File: config.mk
export PLATFORM = sky130hd
export DESIGN_NAME = count_cmd_ctrl
export DESIGN_NICKNAME = d
export VERILOG_FILES = /design/src/rtl/count_pkg.sv /design/src/rtl/count_prescaler.sv /design/src/rtl/count_cmd_ctrl.sv
export SDC_FILE = /design/constraint.sdc
export NUM_CORES = 1
export LEC_CHECK = 0
export ABC_AREA = 0
export CAP_MARGIN = 0
export CORE_UTILIZATION = 58
export CTS_CLUSTER_SIZE = 20
export DETAILED_ROUTE_END_ITERATION = 8
export PLACE_DENSITY = 0.85
export SYNTH_ARGS = -nofsm -noshare
export SYNTH_HDL_FRONTEND = slang
export SYNTH_HIERARCHICAL = 1
export SYNTH_SLANG_ARGS = --single-unit
File: constraint.sdc
create_clock -name clk5m -period 5.3 [get_ports clk5m]
set_clock_uncertainty 0.1 [all_clocks]
set_input_delay 1.59 -clock clk5m [delete_from_list [all_inputs] [get_ports clk5m]]
set_output_delay 1.59 -clock clk5m [all_outputs]
set_load 0.02 [all_outputs]
File: src/rtl/count_pkg.sv
// Shared types and defaults for the counter command sequencer.
package count_pkg;

  localparam int unsigned CNT_WIDTH_DEF = 10;

  typedef enum logic [1:0] {OP_NOP, OP_LOAD, OP_UP, OP_DOWN} cmd_op_t;
  typedef enum logic [1:0] {S_IDLE, S_LOAD, S_RUN, S_DONE} ctrl_state_t;

endpackage

File: src/rtl/count_prescaler.sv
// Free-running 0..PRESC_DIV-1 counter with synchronous clear; tick_o marks the terminal count.
module count_prescaler #(
  parameter int unsigned PRESC_DIV = 5000
) (
  input  logic clk_i,
  input  logic rst_ni,
  input  logic clr_i,
  output logic tick_o
);

  localparam int unsigned CW = (PRESC_DIV > 1) ? $clog2(PRESC_DIV) : 1;
  localparam logic [CW-1:0] LAST = CW'(PRESC_DIV - 1);

  logic [CW-1:0] cnt_q, cnt_d;

  always_comb begin
    cnt_d = cnt_q + CW'(1);
    if (clr_i || cnt_q == LAST) cnt_d = '0;
  end

  always_ff @(posedge clk_i or negedge rst_ni) begin
    if (!rst_ni) cnt_q <= '0;
    else         cnt_q <= cnt_d;
  end

  assign tick_o = (cnt_q == LAST);

endmodule

File: src/rtl/count_cmd_ctrl.sv
// Command sequencer driving the up/down counter: one load pulse or N prescaled step pulses.
// Optional abort input in RUN enabled by defining COUNT_CTRL_ABORT_EN.
module count_cmd_ctrl
  import count_pkg::*;
#(
  parameter int unsigned WIDTH     = CNT_WIDTH_DEF,
  parameter int unsigned PRESC_DIV = 5000
) (
  input  logic             clk5m,
  input  logic             rst_n,
`ifdef COUNT_CTRL_ABORT_EN
  input  logic             abort,
`endif
  input  logic             cmd_valid,
  output logic             cmd_ready,
  input  logic [1:0]       cmd_op,
  input  logic [WIDTH-1:0] cmd_arg,
  output logic             en,
  output logic             load,
  output logic             updn,
  output logic [WIDTH-1:0] data_out,
  output logic             busy,
  output logic             done
);

  ctrl_state_t      state_q, state_d;
  logic [WIDTH-1:0] rem_q, rem_d;
  logic [WIDTH-1:0] data_q, data_d;
  logic             updn_q, updn_d;
  logic             tick, presc_clr, abort_w;
  cmd_op_t          op;

`ifdef COUNT_CTRL_ABORT_EN
  assign abort_w = abort;
`else
  assign abort_w = 1'b0;
`endif

  assign op        = cmd_op_t'(cmd_op);
  assign presc_clr = (state_q == S_IDLE) && cmd_valid;

  count_prescaler #(.PRESC_DIV(PRESC_DIV)) u_presc (
    .clk_i  (clk5m),
    .rst_ni (rst_n),
    .clr_i  (presc_clr),
    .tick_o (tick)
  );

  always_comb begin
    state_d = state_q;
    rem_d   = rem_q;
    data_d  = data_q;
    updn_d  = updn_q;
    en      = 1'b0;
    load    = 1'b0;
    case (state_q)
      S_IDLE: begin
        if (cmd_valid) begin
          case (op)
            OP_NOP:  state_d = S_DONE;
            OP_LOAD: begin
              state_d = S_LOAD;
              data_d  = cmd_arg;
            end
            default: begin
              state_d = S_RUN;
              updn_d  = cmd_op[0];
              rem_d   = cmd_arg;
            end
          endcase
        end
      end
      S_LOAD: begin
        en      = 1'b1;
        load    = 1'b1;
        state_d = S_DONE;
      end
      S_RUN: begin
        // Leaving on the last pulse (not one cycle later) puts done right after the final step.
        if (abort_w || rem_q == '0) begin
          state_d = S_DONE;
        end else if (tick) begin
          en    = 1'b1;
          rem_d = rem_q - WIDTH'(1);
          if (rem_q == WIDTH'(1)) state_d = S_DONE;
        end
      end
      default: state_d = S_IDLE;
    endcase
  end

  always_ff @(posedge clk5m or negedge rst_n) begin
    if (!rst_n) begin
      state_q <= S_IDLE;
      rem_q   <= '0;
      data_q  <= '0;
      updn_q  <= 1'b0;
    end else begin
      state_q <= state_d;
      rem_q   <= rem_d;
      data_q  <= data_d;
      updn_q  <= updn_d;
    end
  end

  assign cmd_ready = (state_q == S_IDLE);
  assign busy      = (state_q != S_IDLE);
  assign done      = (state_q == S_DONE);
  assign updn      = updn_q;
  assign data_out  = data_q;

endmodule
==> results of run 1 <==
==> tightest hold or removal path: cells and delay by family, from the launching register on <==
kind	cells	cell delay, ns
AO/OA/AOI/OAI	1	0.07
flip-flops	1	0.35
AND/OR/NAND/NOR	1	0.04
==> area by class of cell <==
type	instances	area share
clock inverter	1	0.00208
sequential	36	0.375
tap	46	0.0240
multi-input combinational	144	0.429
clock buffer	6	0.0172
inverter	19	0.0297
timing repair buffer	30	0.123
==> through the flow <==
stage	utilization	instance area, um^2	hold slack, ns
6_report	0.720	2400	0.392
5_1_grt	0.720	2400	0.414
4_1_cts	0.720	2400	0.396
3_5_place_dp	0.706	2350	0.371
3_3_place_gp	0.706	2350	0.364
2_1_floorplan	-	2030	0.373
==> registers in the layout, summed over array words and instances (netlist names) <==
name           cells
updn               1
state_q            2
data_out          10
u_presc/cnt_q     13
rem_q             10
==> routing by layer <==
| metal | vias up | global-route usage | part of all wire |
|---|---|---|---|
| li1 | 817 | - | - |
| met4 | 0 | 0.0974 | 0.0085 |
| met3 | 2 | 0.0672 | 0.041 |
| met5 | - | 0 | 0 |
| met1 | 800 | 0.363 | 0.46 |
| met2 | 41 | 0.436 | 0.49 |
==> synthesized netlist by cell type, drive strengths merged (5+ instances only) <==
cell type,n,area [um^2]
dfrtp,36,901
nor3,6,30.0
or3,5,32.5
o21ai,12,60.1
nand3,7,35.0
ha,7,87.6
a21oi,11,58.8
inv,19,71.3
or4,5,45.0
mux2,11,128
o31ai,7,52.6
nand2,12,45.0
nor2,18,70.1
==> power groups by stage <==
| stage | Sequential, mW | Combinational [mW] | Clock [mW] |
|---|---|---|---|
| after global placement | 0.471 | 0.613 | 0 |
| after global routing | 0.487 | 0.690 | 0.152 |
| final | 0.473 | 0.626 | 0.135 |
| after floorplan | 0.509 | 0.384 | 0 |
| after detailed placement | 0.477 | 0.624 | 0 |
| after CTS | 0.472 | 0.628 | 0.141 |
==> path summary, 6_finish.rpt <==
check / startpoint / endpoint / depth (start not counted)
max reg2reg: rem_q[0] / rem_q[6] / 6
max in group asynchronous: rst_n / u_presc/cnt_q[1] / 1
min in group asynchronous: rst_n / rem_q[4] / 1
min: data_out[4] / data_out[4] / 2
min reg2reg: data_out[4] / data_out[4] / 2
max: rem_q[0] / en / 7
==> cell families after synthesis <==
kind of cell | after synthesis
AND/OR/NAND/NOR | 72
AO/OA/AOI/OAI | 48
flip-flops | 36
buffers and inverters | 25
multiplexers | 14
adder cells (fa/ha/maj) | 7
XOR/XNOR | 3
==> results.txt, run 1 <==
The layout cell share with drive strength beyond 1 is 0.131. TritonCTS built the clock tree. During I/O placement, the number of pins put on the boundary was 31. Max-cap violations in this run came to 0. Among all flip-flop cells after synthesis, the most frequent one is dfrtp_1. Wires add up to 4360 um.

The tools report the via count of the first global-routing pass as 1590. STA classifies the critical path endpoint as a primary output. The logs give 0.109 for the proportion of power drawn by the clock network and 0.273 for the combined global-route utilization of all metal layers.

Pre-CTS setup slack: 1.11 ns. The number of vias per cell works out to 5.89. The sequential fraction of design power is 0.383, and the number of buffers inserted during clock tree synthesis is 5. The congestion estimate from routability-driven global placement came to 0.842. Share of the synthesized netlist area taken by xor and xnor gates: 0.0129. The critical path is of the register to primary output type. In this run the vertical extent of the chip is 61.2 um. The run gives 1660 as the total number of vias. The number of hold violations in the final report is 0, and the total global routing overflow is 0. STA puts the critical path data required time at 3.61 ns.

The top cell types in the final layout, fill and taps aside, are dfrtp_1, clkdlybuf4s50_1, inv_1. The number of pins exceeding their max-slew limit in the final report came out at 0. The path class of the tightest hold or removal check is register to register. The initial antenna violation count came out at 0.

Largest family of logic cells by synthesized area: simple AND/OR/NAND/NOR gates. In the final routed layout, each cell accounts on average for 15.5 um. The critical path goes through inv_1 > ha_1 > or4b_1 > nor3_1 > nor2_1 > o21a_1 > clkdlybuf4s50_1. The starting density of the core came out at 0.609.

The area fraction in and, or, nand and nor cells after synthesis works out to 0.211. Number of buffers inserted by port buffering: 30. The floorplan core area was 0.00334 mm^2.

The number of DRC violations after detailed routing is 0, and the register area is 901 um^2. The root buffer cell is clkbuf_4. Net count reported at finish: 258. The global-route wire length before repair is 7250 um, and the post-layout minimum cycle time is 4.58 ns. The tools report the leakage power as 1.01 nW. After synthesis the netlist holds a flip-flop and latch count of 36.

Maximum number of pins on one net before global-route repair: 37. For the number of gates resized after CTS, the log shows 0. Along the worst path, the maximum fanout reaches 6.

The tools report the worst path arrival time as 2.89 ns. The cell with the largest stage delay on the worst path was or4b_1. The sequential-to-total area share from yosys stat was 0.444; the H-tree depth was 2. The highest cell delay on the worst timing path was 0.59 ns.

Power dissipated by switching net loads: 505 uW. The critical path contains buffers and inverters numbering 2 combined. The synthesized-area fraction occupied by adder cells is 0.0431. The kind of cell with the highest combined delay along the critical path is simple AND/OR/NAND/NOR gates.

In this run the remaining antenna-violating nets after routing total 0. The multiplexer area fraction after synthesis was 0.0776; the switching share of total power was 0.409. Number of enable-type register cells in the synthesized netlist: 0. The compound-cell area share of the yosys netlist works out to 0.162. For this run, the detailed router's first-pass iteration total came to 5. The design draws 1.23 mW. The peak ir drop on the vdd network is 298 uV, and the post-route worst setup slack is 0.718 ns. The maximum frequency from static timing analysis came out at 0.218 GHz. The floorplan step set the die width to 61.2 um.

After clock tree synthesis, the clock-pin slew on the worst setup and hold paths is 0.11 ns. The area taken by multi-input logic gates was 0.00103 mm^2; the cell area after synthesis was 0.00203 mm^2. Logic gate share of total power: 0.508.

The number of non-filler instances in the completed layout is 282. Number of buffers inserted by post-CTS setup repair: 0. The internal power consumption is 729 uW, and the number of sinks on the clock net is 36. For the worst-skew pair, the clock arrives at the later sink with an insertion delay of 0.33 ns. The net count of the mapped netlist was 227; the total power divided by cell area was 514 mW/mm^2. The floorplan has 21 rows.

For the count of mapped cells out of synthesis, the log shows 205. The synthesized netlist contains 50 unique library cells. The number of antenna diodes in the final layout is 0. The tools report the deepest clock path buffer count as 2.

The flow ran to the end, and the final reports show no timing, DRC or antenna violations. Summed over all failing endpoints, the final setup total negative slack is 0 ns. For the number of setup violations in the final report, the log shows 0. For the number of hold buffers added after cts, the log shows 0. The number of warnings reported in the yosys synthesis log was 6. The setup check on the worst reg-to-reg path leaves a slack of 2.79 ns. The final-layout fill cell count is 267.

The portion of the clock cycle consumed by the worst path in the final layout is 0.865, and the normalized max-slew margin is 0.465. The slew at the pin with the worst max-slew slack came out at 0.803 ns. The async set-or-reset flop fraction in the synthesized netlist is 1.00. The number of placed instances, taps included, is 275. In this run the mean area of a mapped cell was 9.91 um^2.

Setup repair after global routing left no endpoint under its margin. The most frequent standard cell in the layout excluding fill and tap cells was dfrtp_1. Kind of launch point of the worst setup path: a register. For this block, the initial DRC count from the detailed router was 148. The die covers 0.00374 mm^2. Detailed placement finished with a half-perimeter wire length of 3160 um. The growth of design area from synthesis to finish works out to 18.2%.
Power figures use the tool's default switching activity.
==> run 2: changes to the inputs <==
- CELL_PAD_IN_SITES_DETAIL_PLACEMENT: default -> 0
- CELL_PAD_IN_SITES_GLOBAL_PLACEMENT: default -> 1
- CORE_UTILIZATION: 58 -> 45
- PLACE_DENSITY: 0.85 -> default
- PLACE_DENSITY_LB_ADDON: default -> 0.1
==> run 2 against run 1 <==
  * Hold slack lost 0.0048 ns
  * Clock power up 47%
  * Combinational power about the same
==> results.txt, run 2 (same netlist as run 1, synthesis figures left out) <==
The number of non-filler instances in the completed layout was 290 (+2.8%). The highest cell delay on the worst timing path was 0.60 ns (about the same); the growth of design area from synthesis to finish was 21.4%. The height of the die was 69.2 um (+13%). The power consumption came out at 1.30 mW (+5.8%).

The count of standard-cell rows was 24 (+14%); the number of gates resized after CTS was 0 (unchanged). In this run the critical register-to-register path is launched from u_presc/cnt_q[5]. The run gives 2.77 ns (-0.02 ns) as the register-to-register setup slack. Leaving out fill and tap cells, the most frequent cell in the layout is dfrtp_1. The total power divided by cell area is 529 mW/mm^2 (+3.0%), and the routed length per instance is 15.6 um (+0.61%).

The flow ran to the end, and the final reports show no timing, DRC or antenna violations. The net count reported at finish was 259 (+0.39%). Grouping stages by cell kind, the critical path spends the most delay in simple AND/OR/NAND/NOR gates. The number of sinks on the clock net was 36 (unchanged). The largest fanout of any net on the critical path is 6 (unchanged), and the number of setup violations in the final report is 0 (unchanged). Maximum frequency from static timing analysis: 0.220 GHz (+0.82%). The via count of the first global-routing pass is 1667 (+4.8%). The weighted congestion at the end of routability-driven global placement is 0.849 (+0.78%), and the maximum number of pins on one net before global-route repair is 37 (unchanged). The routed length on met1 was 2070 um (+2.9%). TritonCTS built the clock tree.

The post-layout minimum cycle time was 4.55 ns (-0.0371 ns); the pre-CTS setup slack was 1.08 ns (-0.0252 ns). The run gives 0 (unchanged) as the antenna diode count. The initial antenna violation count is 0 (unchanged). For the number of pins exceeding their max-slew limit in the final report, the log shows 0 (unchanged).

Buffers plus inverters on the worst setup path: 2 (unchanged). The cell count after placement was 282 (+2.5%). The layout cell share with drive strength beyond 1 came out at 0.130 (-0.00110). Kind of end point of the critical path: a primary output. Starting density of the core: 0.466 (-0.142). The number of hold buffers added after cts is 0 (unchanged). The run gives 4510 um (+3.5%) as the aggregate routed wire length.

Number of top-level pins: 31 (unchanged). The critical path goes through inv_1 > ha_1 > or4b_1 > nor3_1 > nor2_1 > o21a_1 > clkdlybuf4s50_1. Setup repair after global routing left no endpoint under its margin. The global-route wire length before repair was 7810 um (+7.8%); the insertion delay of the later-clocked pin in the worst-skew pair was 0.29 ns (-0.04 ns). For the leakage power, the log shows 1.03 nW (+2.2%). The number of buffers inserted by port buffering was 30 (unchanged); the number of vias per cell was 5.77 (-2.1%). The chip width works out to 69.2 um (+13%).

The run gives 3260 um (+3.0%) as the placed wire-length estimate after detailed placement. For the peak ir drop on the vdd network, the log shows 269 uV (-9.8%). The cell with the largest stage delay on the worst path was or4b_1. The post-route worst setup slack was 0.755 ns (+0.0371 ns). Highest routed metal layer: met4.

For the number of buffers inserted during clock tree synthesis, the log shows 5 (unchanged). The number of max-capacitance violations reported is 0 (unchanged). The tools report the aggregate negative setup slack as 0 ns (unchanged). The number of iterations in the first detailed-routing pass came out at 7 (+2).

Counting flops per register, the top entry is u_presc/cnt_q. The tools report the root buffer cell as clkbuf_8. The number of DRC violations after detailed routing was 0 (unchanged); the routed wire length on met3 was 125 um (-31%). The sum of met2 wire segment lengths after detailed routing came out at 2230 um (+4.4%).

The clock slew seen by the registers of the worst setup and hold paths was 0.07 ns (-0.04 ns); the combined global-route utilization of all metal layers was 0.203 (-0.0702). The logs give 106 (-28%) for the number of DRC violations after detailed-routing iteration 0 and 2 (unchanged) for the deepest clock path buffer count. Endpoint required time on the critical path: 3.61 ns (about the same). The total global routing overflow was 0 (unchanged). The start point of the worst hold path was data_out[1]. The run gives 0.387 ns (-0.00479 ns) as the final-layout worst hold slack. In the layout the commonest cells are dfrtp_1, clkdlybuf4s50_1, inv_1. The number of buffers inserted by post-CTS setup repair was 0 (unchanged). The area of the die is 0.00479 mm^2 (+28%), and the slew at the pin with the worst max-slew slack is 0.650 ns (-0.153 ns). The tools report the normalized max-slew margin as 0.566 (+0.102). In this run the worst hold path is classified as register to register. The critical path starts at rem_q[0]. Kind of launch point of the worst setup path: a register.

The floorplan core area came out at 0.00435 mm^2 (+30%). The run gives 0 (unchanged) as the number of hold violations in the final report. The portion of the clock cycle consumed by the worst path in the final layout was 0.858 (-0.00700); the worst path arrival time was 2.86 ns (-0.03 ns).

The H-tree depth was 2 (unchanged); the number of nets with antenna violations after detailed routing was 0 (unchanged). The run gives 1672 (+0.72%) as the total number of vias. The worst setup path is of the register to primary output kind. The flip-flop count of the largest register after layout is 13 (unchanged).
-- run 2: final timing paths --
path / end / cells past startpoint
hold / removal: data_out[1] / 2
setup / recovery: en / 7
min in group asynchronous: rem_q[3] / 2
setup reg to reg: rem_q[5] / 6
max in group asynchronous: u_presc/cnt_q[3] / 2
hold reg to reg: data_out[1] / 2
-- run 2: cell type report --
type                    instances  area, um^2
multi-input cells             144        1030
well taps                      52        65.1
repair buffers                 31         308
clock buffers                   8        90.1
inverters                      19        71.3
fillers                       394        1890
flip-flops and latches         36         901
-- run 2: stage by stage --
stage | utilization | cell area (um^2)
3_5_place_dp | 0.545 | 2370
6_report | 0.566 | 2460
5_1_grt | 0.566 | 2460
4_1_cts | 0.566 | 2460
3_3_place_gp | 0.545 | 2370
2_1_floorplan | - | 2030
-- run 2: worst register-to-register path, cell delays in order (launching register included) --
cell     delay, ns
dfrtp_1       0.46
nor4b_1       0.45
and3_1        0.30
inv_1         0.06
a211o_1       0.36
or2_1         0.33
a221o_1       0.37
-- run 2: metal layers --
layer,track usage,up-vias
met1,0.269,813
met5,0,-
li1,-,821
met3,0.0407,9
met2,0.326,29
met4,0.0816,0
-- run 2: where the power goes --
part           switching (mW)  internal [mW]  total, mW
registers               0.101          0.376      0.477
clock network          0.0925          0.106      0.198
logic                   0.324          0.305      0.629
total                   0.517          0.787       1.30
